<file path="config.mk">
export PLATFORM = sky130hd
export DESIGN_NAME = fios_ctrl_casc_3a
export DESIGN_NICKNAME = d
export VERILOG_FILES = /design/src/rtl/fios_pkg.sv /design/src/rtl/fios_phase_cnt.sv /design/src/rtl/fios_ctrl_casc_3a.sv
export SDC_FILE = /design/constraint.sdc
export NUM_CORES = 1
export LEC_CHECK = 0
export ABC_AREA = 1
export CORE_MARGIN = 1.5
export CORE_UTILIZATION = 25
export CTS_CLUSTER_DIAMETER = 30
export DETAILED_ROUTE_END_ITERATION = 8
export PLACE_DENSITY = 0.4
export SKIP_LAST_GASP = 1
export SLEW_MARGIN = 25
export SYNTH_ARGS = -nofsm -noshare
export SYNTH_HDL_FRONTEND = slang
export SYNTH_SLANG_ARGS = --single-unit
</file>
<file path="constraint.sdc">
create_clock -name clock_i -period 3.4 [get_ports clock_i]
set_input_delay 1.02 -clock clock_i [delete_from_list [all_inputs] [get_ports clock_i]]
set_output_delay 1.02 -clock clock_i [all_outputs]
set_load 0.01 [all_outputs]
</file>
<file path="src/rtl/fios_pkg.sv">
// Shared encodings for the 3A FIOS cascade: DSP OPMODEs, operand
// mux selects and the controller state set.
package fios_pkg;

  localparam logic [6:0] OP_ZERO   = 7'b0000000;
  localparam logic [6:0] OP_M      = 7'b0000101;
  localparam logic [6:0] OP_M_C    = 7'b0110101;
  localparam logic [6:0] OP_M_PCIN = 7'b0010101;

  typedef enum logic [1:0] {
    ST_IDLE,
    ST_RUN,
    ST_DRAIN,
    ST_DONE
  } state_e;

  typedef enum logic [1:0] {
    MUXA_AREG = 2'd0,
    MUXA_RES  = 2'd1,
    MUXA_MREG = 2'd2
  } mux_a_e;

  typedef enum logic [1:0] {
    MUXB_B  = 2'd0,
    MUXB_P0 = 2'd1,
    MUXB_P  = 2'd2
  } mux_b_e;

  typedef enum logic [1:0] {
    MUXC_CI   = 2'd0,
    MUXC_RESD = 2'd1
  } mux_c_e;

  typedef struct packed {
    logic       a_reg_en;
    logic       m_reg_en;
    mux_a_e     sel_a;
    mux_b_e     sel_b;
    mux_c_e     sel_c;
    logic       creg_en;
    logic       resd_en;
    logic [6:0] opmode;
  } ctrl_t;

  localparam ctrl_t CTRL_IDLE = '{
    a_reg_en: 1'b0,
    m_reg_en: 1'b0,
    sel_a:    MUXA_AREG,
    sel_b:    MUXB_B,
    sel_c:    MUXC_CI,
    creg_en:  1'b0,
    resd_en:  1'b0,
    opmode:   OP_ZERO
  };

endpackage

</file>
<file path="src/rtl/fios_phase_cnt.sv">
// Outer-iteration / phase counter pair for the FIOS sequencer.
// Exposes next-cycle values so the owner can register its decode.
module fios_phase_cnt #(
  parameter int S = 16,
  parameter int P = 9
) (
  input  logic                 clock_i,
  input  logic                 reset_i,
  input  logic                 en,
  output logic [$clog2(S)-1:0] i_nxt,
  output logic [$clog2(P)-1:0] c_nxt,
  output logic                 last_iter,
  output logic                 last_phase
);

  localparam int IW = $clog2(S);
  localparam int CW = $clog2(P);

  logic [IW-1:0] i_q;
  logic [CW-1:0] c_q;

  assign last_iter  = (i_q == IW'(S - 1));
  assign last_phase = (c_q == CW'(P - 1));

  always_comb begin
    i_nxt = i_q;
    c_nxt = c_q;
    if (en) begin
      if (last_phase) begin
        c_nxt = '0;
        i_nxt = last_iter ? '0 : i_q + IW'(1);
      end else begin
        c_nxt = c_q + CW'(1);
      end
    end
  end

  always_ff @(posedge clock_i) begin
    if (reset_i) begin
      i_q <= '0;
      c_q <= '0;
    end else begin
      i_q <= i_nxt;
      c_q <= c_nxt;
    end
  end

endmodule

</file>
<file path="src/rtl/fios_ctrl_casc_3a.sv">
// Control sequencer for the head PE of a cascaded 3A FIOS chain.
// Outputs are decoded from next-cycle state and registered.
module fios_ctrl_casc_3a
  import fios_pkg::*;
#(
  parameter int S      = 16,
  parameter int NUM_PE = S,
  parameter int ABREG  = 1,
  parameter int MREG   = 1
) (
  input  logic                 clock_i,
  input  logic                 reset_i,
  input  logic                 start_i,
  output logic                 busy_o,
  output logic                 done_o,
  output logic [$clog2(S)-1:0] a_word_idx_o,
  output logic                 a_reg_en_o,
  output logic                 m_reg_en_o,
  output logic [1:0]           mux_A_sel_o,
  output logic [1:0]           mux_B_sel_o,
  output logic [1:0]           mux_C_sel_o,
  output logic                 CREG_en_o,
  output logic                 RES_delay_en_o,
  output logic [6:0]           OPMODE_o
);

  localparam int L     = 1 + ABREG + MREG;
  localparam int P     = 2 * L + 3;
  localparam int DRAIN = L + NUM_PE;
  localparam int IW    = $clog2(S);
  localparam int CW    = $clog2(P);
  localparam int DW    = $clog2(DRAIN + 1);

  localparam logic [CW-1:0] PH_AREG = CW'(0);
  localparam logic [CW-1:0] PH_AB   = CW'(1);
  localparam logic [CW-1:0] PH_M    = CW'(1 + L);
  localparam logic [CW-1:0] PH_MCAP = CW'(1 + 2 * L);
  localparam logic [CW-1:0] PH_MP   = CW'(2 + 2 * L);

  state_e        st_q, st_nxt;
  logic [DW-1:0] d_q, d_nxt;
  logic          cnt_en;
  logic          last_iter, last_phase;
  logic [IW-1:0] i_nxt;
  logic [CW-1:0] c_nxt;

  ctrl_t         ctl_q, ctl_nxt;
  logic [IW-1:0] idx_q, idx_nxt;
  logic          busy_q, busy_nxt;
  logic          done_q, done_nxt;

  fios_phase_cnt #(
    .S(S),
    .P(P)
  ) u_cnt (
    .clock_i    (clock_i),
    .reset_i    (reset_i),
    .en         (cnt_en),
    .i_nxt      (i_nxt),
    .c_nxt      (c_nxt),
    .last_iter  (last_iter),
    .last_phase (last_phase)
  );

  always_comb begin
    st_nxt = st_q;
    d_nxt  = d_q;
    cnt_en = 1'b0;
    unique case (st_q)
      ST_IDLE: begin
        if (start_i) st_nxt = ST_RUN;
      end
      ST_RUN: begin
        cnt_en = 1'b1;
        if (last_iter && last_phase) begin
          st_nxt = ST_DRAIN;
          d_nxt  = '0;
        end
      end
      ST_DRAIN: begin
        d_nxt = d_q + DW'(1);
        if (d_q == DW'(DRAIN - 1)) st_nxt = ST_DONE;
      end
      ST_DONE: st_nxt = ST_IDLE;
      default: st_nxt = ST_IDLE;
    endcase
  end

  // The a*b0 issue of the first iteration has no partial sum to add.
  always_comb begin
    ctl_nxt  = CTRL_IDLE;
    idx_nxt  = '0;
    busy_nxt = (st_nxt == ST_RUN) || (st_nxt == ST_DRAIN);
    done_nxt = (st_nxt == ST_DONE);
    if (st_nxt == ST_RUN) begin
      idx_nxt = i_nxt;
      unique case (1'b1)
        (c_nxt == PH_AREG): ctl_nxt.a_reg_en = 1'b1;
        (c_nxt == PH_AB): begin
          ctl_nxt.sel_a   = MUXA_AREG;
          ctl_nxt.sel_b   = MUXB_B;
          ctl_nxt.sel_c   = MUXC_RESD;
          ctl_nxt.creg_en = 1'b1;
          ctl_nxt.opmode  = (i_nxt == '0) ? OP_M : OP_M_C;
        end
        (c_nxt == PH_M): begin
          ctl_nxt.sel_a  = MUXA_RES;
          ctl_nxt.sel_b  = MUXB_P0;
          ctl_nxt.opmode = OP_M;
        end
        (c_nxt == PH_MCAP): ctl_nxt.m_reg_en = 1'b1;
        (c_nxt == PH_MP): begin
          ctl_nxt.sel_a   = MUXA_MREG;
          ctl_nxt.sel_b   = MUXB_P;
          ctl_nxt.sel_c   = MUXC_RESD;
          ctl_nxt.opmode  = OP_M_C;
          ctl_nxt.creg_en = 1'b1;
          ctl_nxt.resd_en = 1'b1;
        end
        default: ;
      endcase
    end
  end

  always_ff @(posedge clock_i) begin
    if (reset_i) begin
      st_q   <= ST_IDLE;
      d_q    <= '0;
      ctl_q  <= CTRL_IDLE;
      idx_q  <= '0;
      busy_q <= 1'b0;
      done_q <= 1'b0;
    end else begin
      st_q   <= st_nxt;
      d_q    <= d_nxt;
      ctl_q  <= ctl_nxt;
      idx_q  <= idx_nxt;
      busy_q <= busy_nxt;
      done_q <= done_nxt;
    end
  end

  assign busy_o         = busy_q;
  assign done_o         = done_q;
  assign a_word_idx_o   = idx_q;
  assign a_reg_en_o     = ctl_q.a_reg_en;
  assign m_reg_en_o     = ctl_q.m_reg_en;
  assign mux_A_sel_o    = ctl_q.sel_a;
  assign mux_B_sel_o    = ctl_q.sel_b;
  assign mux_C_sel_o    = ctl_q.sel_c;
  assign CREG_en_o      = ctl_q.creg_en;
  assign RES_delay_en_o = ctl_q.resd_en;
  assign OPMODE_o       = ctl_q.opmode;

endmodule

</file>
# After elaboration in Yosys (flattened, before gate mapping)
# Index checks and enable logic that the tools add are counted.
dict set report totals {
  mem_count 0
  regBits 38
  in_bits 3
  word_cells 61
  ram_bits 0
  latchBits 0
  rom_bits 0
}
dict set report op_classes {
  mul 0
  reduce_logical 9
  div 0
  bitwise 1
  n_eq_ne 14
  addsub 3
  n_mux 19
  n_lt_le_gt_ge 0
  shifts 0
}
# operator count
set op_table {}
lappend op_table {{$mux 4} 5}
lappend op_table {{$pmux 6 s3} 1}
lappend op_table {{$eq 4x4->1 const B} 3}
lappend op_table {{$pmux 5 s2} 1}
lappend op_table {{$add 4x1->4 const B} 2}
lappend op_table {{$eq 2x2->1 const B} 4}
lappend op_table {{$eq 4x3->1 const B} 2}
lappend op_table {{$logic_not 4->1} 2}
lappend op_table {{$mux 2} 4}
lappend op_table {{$pmux 2 s4} 1}
lappend op_table {{$pmux 4 s2} 1}
lappend op_table {{$mux 6} 1}
lappend op_table {{$add 5x1->5 const B} 1}
lappend op_table {{$eq 5x5->1 const B} 1}
lappend op_table {{$mux 5} 1}
lappend op_table {{$eq 2x1->1 const B} 2}
lappend op_table {{$eq 4x1->1 const B} 1}
lappend op_table {{$mux 1} 4}
lappend op_table {{$reduce_or 2->1} 2}
lappend op_table {{$logic_not 2->1} 1}
lappend op_table {{$ne 2x2->1 const B} 1}
lappend op_table {{$reduce_and 2->1} 1}
lappend op_table {{$reduce_bool 2->1} 1}
lappend op_table {{$logic_and 1x1->1} 1}
lappend op_table {{other kinds (2)} 2}

# Logic depth before layout (Yosys ltp)
# Gate-level depths: netlist (run 1).
dict set report logic_depth {
  depth_word 7
  mapped_depth 13
}

# Modules after synthesis
# A second synthesis (run 1) with hierarchy kept.
dict set report hier_totals {
  hier_cells 190
  hier_area_um2 1396.3
}
# module cells_each n_inst seq_area_each_um2 area_per_inst_um2
set modules_own_cells {}
lappend modules_own_cells {fios_ctrl_casc_3a 118 1 400.4 900.9}
lappend modules_own_cells {fios_phase_cnt 72 1 160.2 495.5}

# Worst setup path after synthesis (run 1)
# Ideal clock, no wire load.
dict set report synth_path {
  path_kind {input-to-reg}
  from {input port start_i}
  to {register ctl_q, in the netlist OPMODE_o[2]}
  t_arrival_ns 2.088
  cell_stages 10
  path_slack_ns 1.189
  cell_sequence {nor2_1 -> nor2_1 -> a41oi_1 -> a21oi_1 -> ha_1 -> nand2_1 -> inv_1 -> nand2_2 -> nor2_2 -> nand3b_1}
}
dict set report synth_between {
  elab_chain_len 5
}
# element line
set synth_lines {}
lappend synth_lines {{start: declaration} fios_ctrl_casc_3a.sv:13} ;# input logic start_i,
lappend synth_lines {{$mux 2} fios_ctrl_casc_3a.sv:71} ;# if (start_i) st_nxt = ST_RUN;
lappend synth_lines {{$pmux 2 s4} fios_ctrl_casc_3a.sv:69} ;# unique case (st_q)
lappend synth_lines {{via st_nxt[0]} fios_ctrl_casc_3a.sv:40} ;# state_e st_q, st_nxt;
lappend synth_lines {{$eq 2x1->1} fios_ctrl_casc_3a.sv:95} ;# if (st_nxt == ST_RUN) begin
lappend synth_lines {{$not 1->1 (no source line)} n/a}
lappend synth_lines {{$reduce_or 2->1 (no source line)} n/a}
lappend synth_lines {{end signal: assignment} fios_ctrl_casc_3a.sv:136} ;# ctl_q <= ctl_nxt;
lappend synth_lines {{end: declaration} fios_ctrl_casc_3a.sv:47} ;# ctrl_t ctl_q, ctl_nxt;
# The timed path passes the listed nets, and every way through them passes these cells.
# A chain may end at the register's enable or synchronous reset.

# Worst setup path after layout (run 1)
# Same ends and word-level chain as after synthesis.

==> results of run 1 <==
==> registers in the layout, indices dropped and copies added, names as in the netlist <==
| signal | cells |
|---|---|
| CREG_en_o | 1 |
| OPMODE_o | 2 |
| a_reg_en_o | 1 |
| a_word_idx_o | 4 |
| busy_o | 1 |
| d_q | 5 |
| done_o | 1 |
| m_reg_en_o | 1 |
| mux_A_sel_o | 2 |
| st_q | 2 |
| u_cnt.c_q | 4 |
| u_cnt.i_q | 4 |
==> cell families after synthesis <==
logic type | count (synthesis) | synth area share, %
buffers and inverters | 40 | 13.7
adders and majority gates | 7 | 6.41
AOI/OAI and AO/OA | 16 | 7.23
DFF | 28 | 41.0
other | 1 | 0.274
and+or+nand+nor | 88 | 31.3
==> cell usage in the layout, fill, tap and decap left out, types with 3 or more instances in the layout <==
cell type	count
conb_1	4
nand2_2	7
nand2_1	32
a21oi_1	5
nor2_2	3
dfxtp_1	28
inv_1	25
inv_2	3
ha_1	7
nor2_1	24
o21ai_0	4
clkbuf_8	3
clkdlybuf4s50_1	21
nand3_1	9
==> per-stage QoR <==
stage | total power, mW | util (%) | hold slack (ps)
6_report | 0.663 | 32.3 | 497
5_1_grt | 0.697 | 32.3 | 523
4_1_cts | 0.676 | 32.3 | 502
3_5_place_dp | 0.407 | 30.9 | 487
3_3_place_gp | 0.407 | 30.9 | 474
2_1_floorplan | 0.392 | - | 454
==> layout make-up <==
type / instances / share of cell area, %
Tap cell: 70 / 5.24
Clock inverter: 1 / 1.80
Sequential cell: 28 / 33.5
Timing Repair Buffer: 22 / 13.0
Clock buffer: 3 / 2.47
Multi-Input combinational cell: 115 / 37.6
Inverter: 28 / 6.29
==> cells in the mapped netlist, drive strengths merged <==
library cell	instances	area, um^2
nand4	2	12.5
clkbuf	2	7.51
a211oi	1	7.51
nand3b	2	15.0
o21ai	7	42.5
a21oi	6	33.8
nor2	29	131
nand2	39	164
a41oi	1	8.76
buf	10	75.1
nor3	2	10.0
nor4	1	6.26
inv	28	105
o22ai	1	6.26
or2	1	6.26
nand3	12	82.6
ha	7	87.6
conb	1	3.75
dfxtp	28	561
==> worst max-delay path, delay by kind of cell <==
kind            cells  cell delay, ps
simple gates        6             640
buf+inv             2             530
compound gates      2             310
fa+ha+maj           1             200
==> power groups by stage <==
| stage | combinational (mW) | sequential, mW | clock, mW |
|---|---|---|---|
| CTS | 0.0606 | 0.339 | 0.276 |
| floorplan | 0.0436 | 0.348 | 0 |
| global placement | 0.0600 | 0.347 | 0 |
| finish | 0.0597 | 0.339 | 0.264 |
| global route | 0.0687 | 0.340 | 0.288 |
| detailed placement | 0.0604 | 0.347 | 0 |
==> worst min path at each step <==
stage	from	cells after the start	slack [ps]	end
after global placement	d_q[0]	1	470	d_q[0]
after global routing	d_q[4]	2	520	d_q[4]
after floorplan	d_q[0]	1	450	d_q[0]
after detailed placement	d_q[3]	2	490	d_q[3]
after CTS	d_q[3]	2	500	d_q[3]
final	d_q[3]	2	500	d_q[3]
==> routing by layer <==
| metal | vias to the layer above | share of wire, % | global-route usage (%) | wire length [um] |
|---|---|---|---|---|
| met5 | - | 0 | 0 | 0 |
| met4 | 0 | 1.3 | 4.44 | 36 |
| met3 | 4 | 4.6 | 2.62 | 127 |
| met2 | 23 | 45 | 17.4 | 1220 |
| met1 | 500 | 49 | 13.8 | 1350 |
| li1 | 580 | - | - | - |
==> impl_metrics.tcl, run 1 <==
set metrics [dict create \
    start_util_pct 26.4 \
    drive_above_1_share_pct 13.7 \
    netlist_instances 180 \
    crit_fanout 7 \
    dp_slack_ps 515 \
    setup_slack_ps 838 \
    switchingPower_uw 147 \
    post_cts_buffers 0 \
    slowest_stage "clkdlybuf4s50_1" \
    fin_crit_ps 2560 \
    cpMostUsedCell "nor2_1" \
    status "complete, no violations" \
    clock_sinks 28 \
    grt_max_degree 17 \
    switching_share_pct 22.2 \
    critPathLaunchType "primary input" \
    postRouteAntennaNets 0 \
    stdcell_area_um2 1670 \
    ys_seq_area_share_pct 41.0 \
    final_cells 267 \
    clockRootBuffer "clkbuf_8" \
    ys_ff_latch 28 \
    insertion_delay_ps 280 \
    hold_violations 0 \
    max_stage_delay_ps 400 \
    r2r-end "OPMODE_o[2]" \
    period_share_pct 75.4 \
    multi_input_area_um2 629 \
    synth_cell_types 28 \
    crit_end "OPMODE_o[2]" \
    crit_path_start "start_i" \
    r2r_slack_ps 990 \
    placed_area_um2 1600 \
    routabilityCongestion 0.821 \
    rows 26 \
    coreArea_um2 5170 \
    yosysWarnings 0 \
    via_count 1107 \
    wl_um 2740 \
    combPwrFrac_pct 9.0 \
    pwr-share-seq_pct 51.2 \
    rr_worst_depth 13 \
    cts_tree "built" \
    cts_hold_buffers 0 \
    io_buffers 21 \
    drt_iter0_markers 47 \
    p_per_area_nw_per_um2 396 \
    drv_slew 0 \
    cts_buffer_depth 2 \
    die_height_um 76.9 \
    synth_area_per_cell_um2 7.59 \
    track_usage_pct 10.8 \
    end_kind "flop" \
    dp_hpwl_um 2170 \
    clkTransAtPathRegs_ps 100 \
    crit_chain "clkdlybuf4s50_1 > nor2_1 > nor2_1 > a41oi_1 > a21oi_1 > ha_1 > nand2_1 > inv_1 > nand2_2 > nor2_2 > nand3b_1" \
    internal_power_uw 516 \
    cap_violations 0 \
    cts_buffers 3 \
    antenna_cells 0 \
    vias_per_cell 4.15 \
    worstReg2RegStart "u_cnt.c_q[0]" \
    fmax_ghz 0.390 \
    cts.repair.resized 0 \
    num_io_pins 26 \
    path_class "in2reg" \
    layout.nets 208 \
    cp.required_ps 3560 \
    hold_class "reg2reg" \
    p_leak_nw 0.708 \
    post_drt_wl_per_cell_um 10.3 \
    fillers 562 \
    drc 0 \
    rsz0062_at_grt "false" \
    grt_pass1_wl_um 5150 \
    grt_pass1_vias 1143 \
    peakVddDrop_uv 138 \
    p_clk_share_pct 39.8 \
    die_w_um 76.9 \
    synthToLayoutAreaGrowth_pct 22.3 \
    syn_area_um2 1370 \
    seqCellArea_um2 561 \
    drtPass1Iterations 4 \
    grt_antenna_before_repair 0 \
    htreeDepth 1 \
    fin_tns_setup_ps 0 \
    worstPathArrival_ps 2720 \
    setup_viol 0 \
    dp.cells 263 \
    design.die.area_um2 5920 \
    clock_skew_ps 6.59 \
    grt-ovfl-total 0 \
]
Power figures use the tool's default switching activity.
==> run 2: changes to the inputs <==
- PLACE_DENSITY: 0.4 -> 0.42
- clock period: 3.4 -> 2.17 ns (I/O delays scaled with it)
==> impl_metrics.tcl, run 2 (synthesis gave the netlist of run 1 again) <==
set metrics [dict create \
    grt-ovfl-total 0 \
    fin_crit_ps 1990 \
    r2r_slack_ps 210 \
    end_kind "flop" \
    grt_pass1_vias 1024 \
    cp.required_ps 2360 \
    rr_worst_depth 12 \
    crit_end "m_reg_en_o" \
    num_io_pins 26 \
    post_drt_wl_per_cell_um 9.78 \
    worstReg2RegStart "u_cnt.i_q[0]" \
    start_util_pct 26.4 \
    critPathLaunchType "primary input" \
    cts_buffers 3 \
    via_count 1089 \
    postRouteAntennaNets 0 \
    dp_slack_ps -140 \
    io_buffers 21 \
    most-common-layout-cells "nand2_1, dfxtp_1, inv_1" \
    pwr-share-seq_pct 51.1 \
    track_usage_pct 9.81 \
    insertion_delay_ps 270 \
    top_register "d_q" \
    setup_viol 0 \
    seqCellArea_um2 561 \
    p_leak_nw 0.743 \
    drc 0 \
    hold_path_depth 1 \
    dp_hpwl_um 2130 \
    synthToLayoutAreaGrowth_pct 26.5 \
    path_class "in2reg" \
    rsz0062_at_grt "false" \
    internal_power_uw 813 \
    cap_violations 0 \
    layout.nets 215 \
    period_share_pct 91.9 \
    clkTransAtPathRegs_ps 100 \
    crit_fanout 6 \
    drt_iter0_markers 42 \
    hold_violations 0 \
    drv_slew 0 \
    design.die.area_um2 5920 \
    fmax_ghz 0.501 \
    vias_per_cell 3.97 \
    p_clk_share_pct 39.3 \
    largest_reg_flops 5 \
    p_per_area_nw_per_um2 602 \
    fillers 548 \
    wl_um 2680 \
    coreArea_um2 5170 \
    grt_pass1_wl_um 4710 \
    grt_max_degree 17 \
    clock_skew_ps 4.20 \
    die_w_um 76.9 \
    fin_tns_setup_ps 0 \
    mostFrequentLayoutCell "nand2_1" \
    drive_above_1_share_pct 17.2 \
    routabilityCongestion 0.731 \
    clock_sinks 28 \
    grt_antenna_before_repair 0 \
    switching_share_pct 21.8 \
    drtPass1Iterations 4 \
    multi_input_area_um2 633 \
    clockRootBuffer "clkbuf_8" \
    rows 26 \
    antenna_cells 0 \
    holdWs_ps 489 \
    switchingPower_uw 227 \
    die_height_um 76.9 \
    cts_tree "built" \
    peakVddDrop_uv 238 \
    combPwrFrac_pct 9.6 \
    setup_slack_ps 175 \
    worstPathArrival_ps 2180 \
    crit_path_start "start_i" \
    r2r-end "OPMODE_o[2]" \
    htreeDepth 1 \
    cts_buffer_depth 2 \
    hold_class "reg2reg" \
    status "complete, no violations" \
]
==> run 2: cell count changes in the layout (fill, tap and decap cells not counted) <==
cell | previous run | this run
o21ai_1 | 1 | 0
o21ai_2 | 2 | 3
buf_4 | 1 | 8
==> run 2: timing repair <==
item / 4_1_cts / 5_1_grt
setup buffers: 0 / 0
setup endpoints to repair: 0 / 1
gates resized for setup: 0 / 1
hold buffers: 0 / 0
==> run 2: area by class of cell <==
| type | instances | area share (%) |
|---|---|---|
| sequential | 28 | 32.4 |
| multi-input combinational | 115 | 36.6 |
| timing repair buffer | 29 | 15.6 |
| clock buffer | 3 | 2.39 |
| tap | 70 | 5.07 |
| inverter | 28 | 6.08 |
| clock inverter | 1 | 1.74 |
==> run 2: metrics by stage <==
step                instance area [um^2]  cells  utilization (%)  power, mW
floorplan                           1380    183                -      0.613
CTS                                 1720    274             33.3       1.06
finish                              1730    274             33.4       1.04
global placement                    1650    270             32.0      0.646
global route                        1730    274             33.4       1.09
detailed placement                  1650    270             32.0      0.645
==> run 2: routing by layer <==
layer / wire, um / GRT usage [%] / up-vias
met5: 0 / 0 / -
met4: 24 / 3.33 / 0
met3: 80 / 2.26 / 2
met2: 1160 / 15.0 / 13
met1: 1420 / 13.5 / 485
li1: - / - / 589
==> run 2: worst min-delay path by stage <==
stage                 from      to  slack [ps]
floorplan           d_q[0]  d_q[0]         450
global placement    d_q[0]  d_q[0]         480
detailed placement  d_q[0]  d_q[0]         480
CTS                 d_q[0]  d_q[0]         490
global route        d_q[0]  d_q[0]         520
finish              d_q[0]  d_q[0]         490
==> run 2: power groups by stage <==
stage / logic [mW] / clock network [mW] / registers [mW]
after CTS: 0.101 / 0.429 / 0.532
after floorplan: 0.0683 / 0 / 0.545
final: 0.0995 / 0.408 / 0.532
after global routing: 0.111 / 0.445 / 0.534
after global placement: 0.101 / 0 / 0.544
after detailed placement: 0.101 / 0 / 0.544
==> run 2: worst max-delay path, cell delays in order <==
cell and delay (ps):
clkdlybuf4s50_1 460, nor2_1 40, nor2_1 110, a41oi_1 70
a21oi_1 210, ha_1 180, nand2_1 80, buf_4 170
nor4_1 220
==> run 3: changes to the inputs <==
- ABC_CLOCK_PERIOD_IN_PS: unset -> 2170
- CORE_MARGIN: 1.5 -> 8
- CORE_UTILIZATION: 25 -> 46
- PLACE_DENSITY: 0.42 -> 0.71
==> impl_metrics.tcl, run 3 (synthesis gave the netlist of run 1 again) <==
set metrics [dict create \
    status "complete, no violations" \
    period_share_pct 93.4 \
    clock_sinks 28 \
    p_leak_nw 0.732 \
    fin_crit_ps 2030 \
    crit_family "simple AND/OR/NAND/NOR gates" \
    drv_slew 0 \
    holdWs_ps 496 \
    vias_per_cell 4.93 \
    grt_pass1_wl_um 5040 \
    cts_buffers 3 \
    top_register "d_q" \
    cts_tree "built" \
    p_per_area_nw_per_um2 585 \
    cpMostUsedCell "inv_1" \
    insertion_delay_ps 320 \
    setup_viol 0 \
    post_drt_wl_per_cell_um 12.1 \
    postRouteAntennaNets 0 \
    crit_chain "inv_1 > ha_1 > nand3_2 > o21ai_2 > nand2_1 > nand2_2 > inv_1 > ha_1 > nand2_1 > inv_1 > nand2_2 > nor2_2 > nand3b_1" \
    drt_iter0_markers 35 \
    fillers 270 \
    synthToLayoutAreaGrowth_pct 21.6 \
    wl_um 2830 \
    htreeDepth 1 \
    clkTransAtPathRegs_ps 150 \
    critPathLaunchType "flop" \
    cap_violations 0 \
    io_buffers 21 \
    peakVddDrop_uv 385 \
    end_kind "flop" \
    num_io_pins 26 \
    track_usage_pct 11.8 \
    grt_pass1_vias 1137 \
    drc 0 \
    grt-ovfl-total 0 \
    routabilityCongestion 0.799 \
    clockRootBuffer "clkbuf_4" \
    crit_fanout 5 \
    most-common-layout-cells "nand2_1, dfxtp_1, inv_1" \
    grt_antenna_before_repair 0 \
    slowest_stage "dfxtp_1" \
    hold_class "reg2reg" \
    rows 19 \
    max_stage_delay_ps 360 \
    drtPass1Iterations 4 \
    fin_tns_setup_ps 0 \
    worstPathArrival_ps 2250 \
    cp.required_ps 2390 \
    fin_total_pwr_uw 972 \
    clock_skew_ps 4.20 \
    via_count 1154 \
    critPathBufInv 3 \
    die_height_um 70.5 \
    mostFrequentLayoutCell "nand2_1" \
    die_w_um 70.5 \
    largest_reg_flops 5 \
    drive_above_1_share_pct 17.7 \
    antenna_cells 0 \
    cts_buffer_depth 2 \
    fmax_ghz 0.493 \
    cts_hold_buffers 0 \
    coreArea_um2 2780 \
    grt_max_degree 17 \
    hold_violations 0 \
    design.die.area_um2 4970 \
    dp_hpwl_um 2250 \
    start_util_pct 49.1 \
    layout.nets 214 \
    path_class "reg2reg" \
]
-- run 3: cell count changes in the layout (fill, tap and decap cells not counted), sizes merged --
cell  delta
buf      -1
-- run 3: cell type report --
type / count / area (um^2) / share of cell area, %
multi-input cells: 115 / 642 / 38.6
inverters: 28 / 105 / 6.33
clock buffers: 3 / 22.5 / 1.36
repair buffers: 28 / 263 / 15.8
well taps: 31 / 38.8 / 2.33
clock inverters: 1 / 30.0 / 1.81
flip-flops and latches: 28 / 561 / 33.7
-- run 3: final timing paths --
path / startpoint / to / slack (ps) / cells past startpoint
hold / removal: d_q[0] / d_q[0] / 500 / 1
setup / recovery: u_cnt.c_q[0] / OPMODE_o[2] / 140 / 13
setup reg to reg: u_cnt.c_q[0] / OPMODE_o[2] / 140 / 13
hold reg to reg: d_q[0] / d_q[0] / 500 / 1
-- run 3: routing by layer --
metal	wire (um)	GRT usage, %
met5	0	0
met1	1290	13.5
met3	138	3.39
met2	1400	20.9
met4	0	2.68
-- run 3: power by group --
| group | internal [mW] | leakage [nW] | switching [mW] | total, mW |
|---|---|---|---|---|
| combinational | 0.0423 | 0.477 | 0.0595 | 0.102 |
| sequential | 0.525 | 0.227 | 0.00785 | 0.533 |
| clock | 0.187 | 0.0279 | 0.151 | 0.338 |
-- run 3: per-stage QoR --
| stage | utilization (%) | area [um^2] | cells | setup WS [ps] |
|---|---|---|---|---|
| global placement | 57.1 | 1590 | 229 | -36.0 |
| CTS | 59.0 | 1640 | 233 | 63.0 |
| finish | 59.7 | 1660 | 234 | 143 |
| detailed placement | 57.1 | 1590 | 229 | -113 |
| global route | 59.7 | 1660 | 234 | -21.2 |
| floorplan | - | 1380 | 183 | 172 |
-- run 3: what timing repair did --
action / in CTS / in global routing
gates resized for setup: 0 / 3
hold endpoints to repair: 0 / 0
setup buffers: 0 / 1
endpoints found under the setup margin: 0 / 4
